File: config.mk
export PLATFORM = sky130hd
export DESIGN_NAME = mem_port_arbiter
export DESIGN_NICKNAME = d
export VERILOG_FILES = /design/src/rtl/mem_port_arbiter.sv
export SDC_FILE = /design/constraint.sdc
export NUM_CORES = 1
export LEC_CHECK = 0
export ABC_AREA = 1
export BUFFER_PORTS_ARGS = -buffer_cell sky130_fd_sc_hd__buf_2
export CORE_AREA = 2 2 202 204
export CTS_CLUSTER_DIAMETER = 60
export CTS_CLUSTER_SIZE = 24
export DETAILED_ROUTE_END_ITERATION = 7
export DIE_AREA = 0 0 204 206
export GPL_ROUTABILITY_DRIVEN = 0
export GPL_TIMING_DRIVEN = 0
export PLACE_DENSITY_LB_ADDON = 0.25
export SYNTH_ARGS = -nofsm -noshare
export SYNTH_HDL_FRONTEND = slang
export SYNTH_SLANG_ARGS = --single-unit
File: constraint.sdc
create_clock -name CLK -period 11 [get_ports CLK]
set_clock_uncertainty 0.05 [all_clocks]
set_input_delay 1.65 -clock CLK [delete_from_list [all_inputs] [get_ports CLK]]
set_output_delay 1.65 -clock CLK [all_outputs]
set_load 0.05 [all_outputs]
File: src/rtl/mem_port_arbiter.sv
// Shares one memory port between instruction fetch (read-only) and the MEM stage (load/store).
// Latency: request sampled at edge 0, memory access from edge 1, ready pulse in cycle 2, plus one cycle per mf_stall cycle.
// Backpressure: one transaction in flight, held while mf_stall=1; losing requesters see stall until their ready pulse.
module mem_port_arbiter #(
  parameter int DATA_W     = 64,
  parameter int ADDR_W     = 64,
  parameter int STARVE_MAX = 4
) (
  input  logic              CLK,
  input  logic              reset,
  input  logic              if_req,
  input  logic [ADDR_W-1:0] if_addr,
  output logic [DATA_W-1:0] if_rdata,
  output logic              if_ready,
  output logic              if_stall,
  input  logic              mem_req,
  input  logic              mem_we,
  input  logic [ADDR_W-1:0] mem_addr,
  input  logic [DATA_W-1:0] mem_wdata,
  output logic [DATA_W-1:0] mem_rdata,
  output logic              mem_ready,
  output logic              mem_stall,
  output logic              mf_v,
  output logic              mf_we,
  output logic [ADDR_W-1:0] mf_address,
  output logic [DATA_W-1:0] mf_data,
  input  logic              mf_stall,
  input  logic [DATA_W-1:0] mf_data_out
);

  localparam int CW = $clog2(STARVE_MAX + 1);
  localparam logic [CW-1:0] STARVE_LIM = CW'(STARVE_MAX);

  typedef enum logic [1:0] {IDLE, BUSY, RESP} state_t;

  state_t        state;
  logic [CW-1:0] starve_cnt;
  logic          grant_if;
  logic          pick_if;

  // IF wins when it is alone, or when MEM has starved it STARVE_MAX times in a row
  always_comb begin
    pick_if = if_req & (~mem_req | (starve_cnt == STARVE_LIM));
  end

  // Stalls are held low during reset so every output reads 0 while reset is asserted
  assign if_stall  = ~reset & if_req  & ~if_ready;
  assign mem_stall = ~reset & mem_req & ~mem_ready;

  // Arbitration FSM with registered memory-side and response outputs
  always_ff @(posedge CLK or posedge reset) begin
    if (reset) begin
      state      <= IDLE;
      starve_cnt <= '0;
      grant_if   <= 1'b0;
      mf_v       <= 1'b0;
      mf_we      <= 1'b0;
      mf_address <= '0;
      mf_data    <= '0;
      if_rdata   <= '0;
      mem_rdata  <= '0;
      if_ready   <= 1'b0;
      mem_ready  <= 1'b0;
    end else begin
      if_ready  <= 1'b0;
      mem_ready <= 1'b0;
      case (state)
        IDLE: begin
          if (if_req | mem_req) begin
            grant_if <= pick_if;
            mf_v     <= 1'b1;
            state    <= BUSY;
            if (pick_if) begin
              mf_we      <= 1'b0;
              mf_address <= if_addr;
              mf_data    <= '0;
            end else begin
              mf_we      <= mem_we;
              mf_address <= mem_addr;
              mf_data    <= mem_wdata;
            end
            // Count only MEM grants that left a fetch waiting
            if (pick_if | ~if_req) begin
              starve_cnt <= '0;
            end else if (starve_cnt != STARVE_LIM) begin
              starve_cnt <= starve_cnt + CW'(1);
            end
          end
        end
        BUSY: begin
          if (!mf_stall) begin
            mf_v  <= 1'b0;
            mf_we <= 1'b0;
            state <= RESP;
            if (grant_if) begin
              if_rdata <= mf_data_out;
              if_ready <= 1'b1;
            end else begin
              // Stores leave the last load data in place
              if (!mf_we) begin
                mem_rdata <= mf_data_out;
              end
              mem_ready <= 1'b1;
            end
          end
        end
        RESP: begin
          state <= IDLE;
        end
        default: begin
          state <= IDLE;
        end
      endcase
    end
  end

endmodule

==> summary.md <==
| Metric | Value |
|---|---|
| Outcome | finished, final reports clean |
| FP Rows | 74 |
| Final Max Tran Viols | 0 |
| Largest net degree at the start of global routing | 125 |
| Area share of the largest cell type after synthesis | 59.62% |
| Die Y | 206 um |
| Post-route ant nets | 0 |
| Maximum VDD drop | 0.0002641 V |
| Hold_buf cts | 0 |
| Placed Instances | 2408 |
| Post-CTS Setup Bufs | 0 |
| DR vias/cell | 4.376 |
| Largest area contributor in the netlist | dfrtp_1 |
| Cts bufs inserted | 26 |
| Dpl hpwl | 29750 um |
| Cell with the largest stage delay on the worst path | buf_16 |
| Xor and xnor area share after synthesis | 0.07845% |
| Total gr overflow | 0 |
| Most Frequent Cell on Critical Path | buf_2 |
| Period utilisation layout | 42.12% |
| Max_slew headroom | 50.32% |
| Vias in the first global route | 10730 |
| Pre-CTS WS | 6.296 ns |
| Placeable Area | 0.04018 sq mm |
| Final critical-path required period | 4.633 ns |
| PortBufs | 523 |
| Post-synthesis cell area | 0.01116 sq mm |
| Most frequent cells in the layout | buf_2 (558), nand2_1 (527), dfrtp_1 (266), inv_1 (199), nand3_1 (132) |
| Num ports | 524 |
| Synth warn | 0 |
| CP Class | in2out |
| Critical Path RT | 9.30 ns |
| Clock-pin transition on the worst setup and hold timing paths | 0.06 ns |
| Min-Delay Path Class | reg2reg |
| Commonest non-fill, non-tap cell in the layout | buf_2 |
| CP max FO | 123 |
| Setup repair after global routing missed its margin | no |
| Post-synthesis sequential area ratio | 59.62% |
| Total track usage | 17.77% |
| Htree depth | 1 |
| CP top delay family | buffers and inverters |
| Overall power | 0.005607 W |
| Max Cap Viol | 0 |
| First-pass GRT wire length | 59240 um |
| Final worst slack | 6.367 ns |
| Nets | 2168 |
| Final Hold Fails | 0 |
| Layout cells sized above 1 | 32.02% |
| Main combinational cell family by area after synthesis | simple AND/OR/NAND/NOR gates |
| Detailed-router iteration count before antenna repair | 5 |
| DRC violations left | 0 |
| Register bit total from synthesis | 266 |
| Post-synthesis adder-cell area fraction | 0.2241% |
| Area growth from synthesis to layout | 38.24% |
| Avg Inst Size Synth | 8.264 sq um |
| Worst setup EP type | output port |
| Buf/Inv on CP | 4 |
| CP startpoint kind | primary input |
| Yosys cell types | 17 |
| Initial Utilization | 27.78% |
| Final non-filler cell total | 2459 |
| Antenna violations before repair | 3 |
| Total Wirelength | 38700 um |
| Routed length per instance | 15.74 um |
| Net count after synthesis | 1615 |
| Post_cts resized | 0 |
| CTS max path bufs | 3 |
| Vias | 10760 |
| Clock network latency to the later pin of the worst-skew pair | 0.55 ns |
| Die Width | 204 um |
| Syn Inst Count | 1351 |
| DIE AREA | 0.04202 sq mm |
| Final setup violation count | 0 |
| Highest cell delay on the worst timing path | 0.43 ns |
| Initial drt markers | 649 |
| CTS Root Buffer Type | clkbuf_16 |
| TritonCTS clock tree | yes |
| Largest cells by area after synthesis | dfrtp_1 (60%), nand2_1 (18%), inv_1 (6.7%) |
| Simple-gate share of the synthesized area | 24.17% |
| Worst EP arrival | 2.93 ns |
| CP Launch Point | reset |
| Least-Margin Pin Slew | 0.7402 ns |
| R2r startpoint | starve_cnt[0]$_DFFE_PP0P_ |
| Hold_sp | mf_v$_DFFE_PP0P_ |
| Compound-Gate Fraction of Synth Area | 5.962% |
| Fmax | 215.8 MHz |
| Sinks on the clock net | 266 |
| Leakage power | 9.201 nW |
| Crit-path cells | buf_2 > inv_8 > buf_16 > nand2_1 > nor2_1 > buf_2 |
| Post-synthesis mux area share | 0% |
| Power density cells | 363.3 mW/mm^2 |
==> registers in the layout (all words and copies together), names as in the netlist <==
name        flops
grant_if        1
if_rdata       64
if_ready        1
mem_rdata      64
mem_ready       1
mf_address     64
mf_data        64
mf_v            1
mf_we           1
starve_cnt      3
state           2
==> final timing paths <==
kind,endpoint,slack [ns],cells past startpoint
max in group asynchronous,mf_data[29]$_DFFE_PP0P_,9.00,3
worst max-delay path,mem_stall,6.37,6
worst min-delay path,mf_v$_DFFE_PP0P_,0.42,2
worst max register to register,mf_address[11]$_DFFE_PP0P_,9.01,10
min in group asynchronous,mf_address[18]$_DFFE_PP0P_,0.99,2
worst min register to register,mf_v$_DFFE_PP0P_,0.42,2
==> per-layer routing <==
| layer | vias up | global-route usage (%) | wire length [um] |
|---|---|---|---|
| met3 | 72 | 5.850 | 3532 |
| met4 | 2 | 6.289 | 1364 |
| met5 | - | 0 | 13 |
| li1 | 5223 | - | - |
| met1 | 5083 | 21.62 | 15680 |
| met2 | 381 | 29.52 | 18110 |
==> metrics by stage <==
step           hold slack [ns]  utilization (%)  TNS (ns)  cell area, sq um
4_1_cts                 0.4291            38.39         0             15430
5_1_grt                 0.4402            38.40         0             15430
3_3_place_gp            0.4076            35.95   -363.91             14450
6_report                0.4233            38.41         0             15430
3_5_place_dp            0.4094            36.11         0             14510
2_1_floorplan           0.3963                -         0             11160
==> cells in the mapped netlist <==
master,instances
nand2_1,527
dfrtp_1,266
inv_1,200
nand3_1,132
o21ai_1,113
buf_2,35
clkbuf_1,22
o21ai_0,20
buf_1,14
nor2_1,9
buf_4,6
ha_1,2
inv_2,1
nor2_4,1
nor3_1,1
nor3_2,1
xor2_1,1
==> logic make-up (layout without fill, tap and decap cells) <==
family / count (synthesis) / in the layout
compound gates: 133 / 133
xor+xnor: 1 / 1
fa+ha+maj: 2 / 2
buf+inv: 278 / 851
flops: 266 / 266
other cells: 0 / 3
simple gates: 671 / 671
==> report_power, final <==
part | internal, W | leakage, nW | switching [W]
clock | 0.000490 | 0.445 | 0.000458
combinational | 0.000625 | 5.43 | 0.00237
sequential | 0.00142 | 3.33 | 0.000237
==> worst reg2reg max path: cells and delay by family (launching register included) <==
family	cells	cell delay [ns]
flops	1	0.35
buf+inv	3	0.75
fa+ha+maj	1	0.19
simple gates	6	0.53
==> area by class of cell <==
type | count | area [sq um]
Fill cell | 4292 | 24750
Sequential cell | 266 | 6656
Multi-Input combinational cell | 807 | 3398
Timing Repair Buffer | 525 | 2673
Inverter | 201 | 762.0
Clock buffer | 30 | 696.9
Tap cell | 532 | 665.6
Buffer | 77 | 355.3
Clock inverter | 18 | 219.0
Antenna cell | 3 | 7.507
Note: power is estimated with default switching activity, not from simulation.
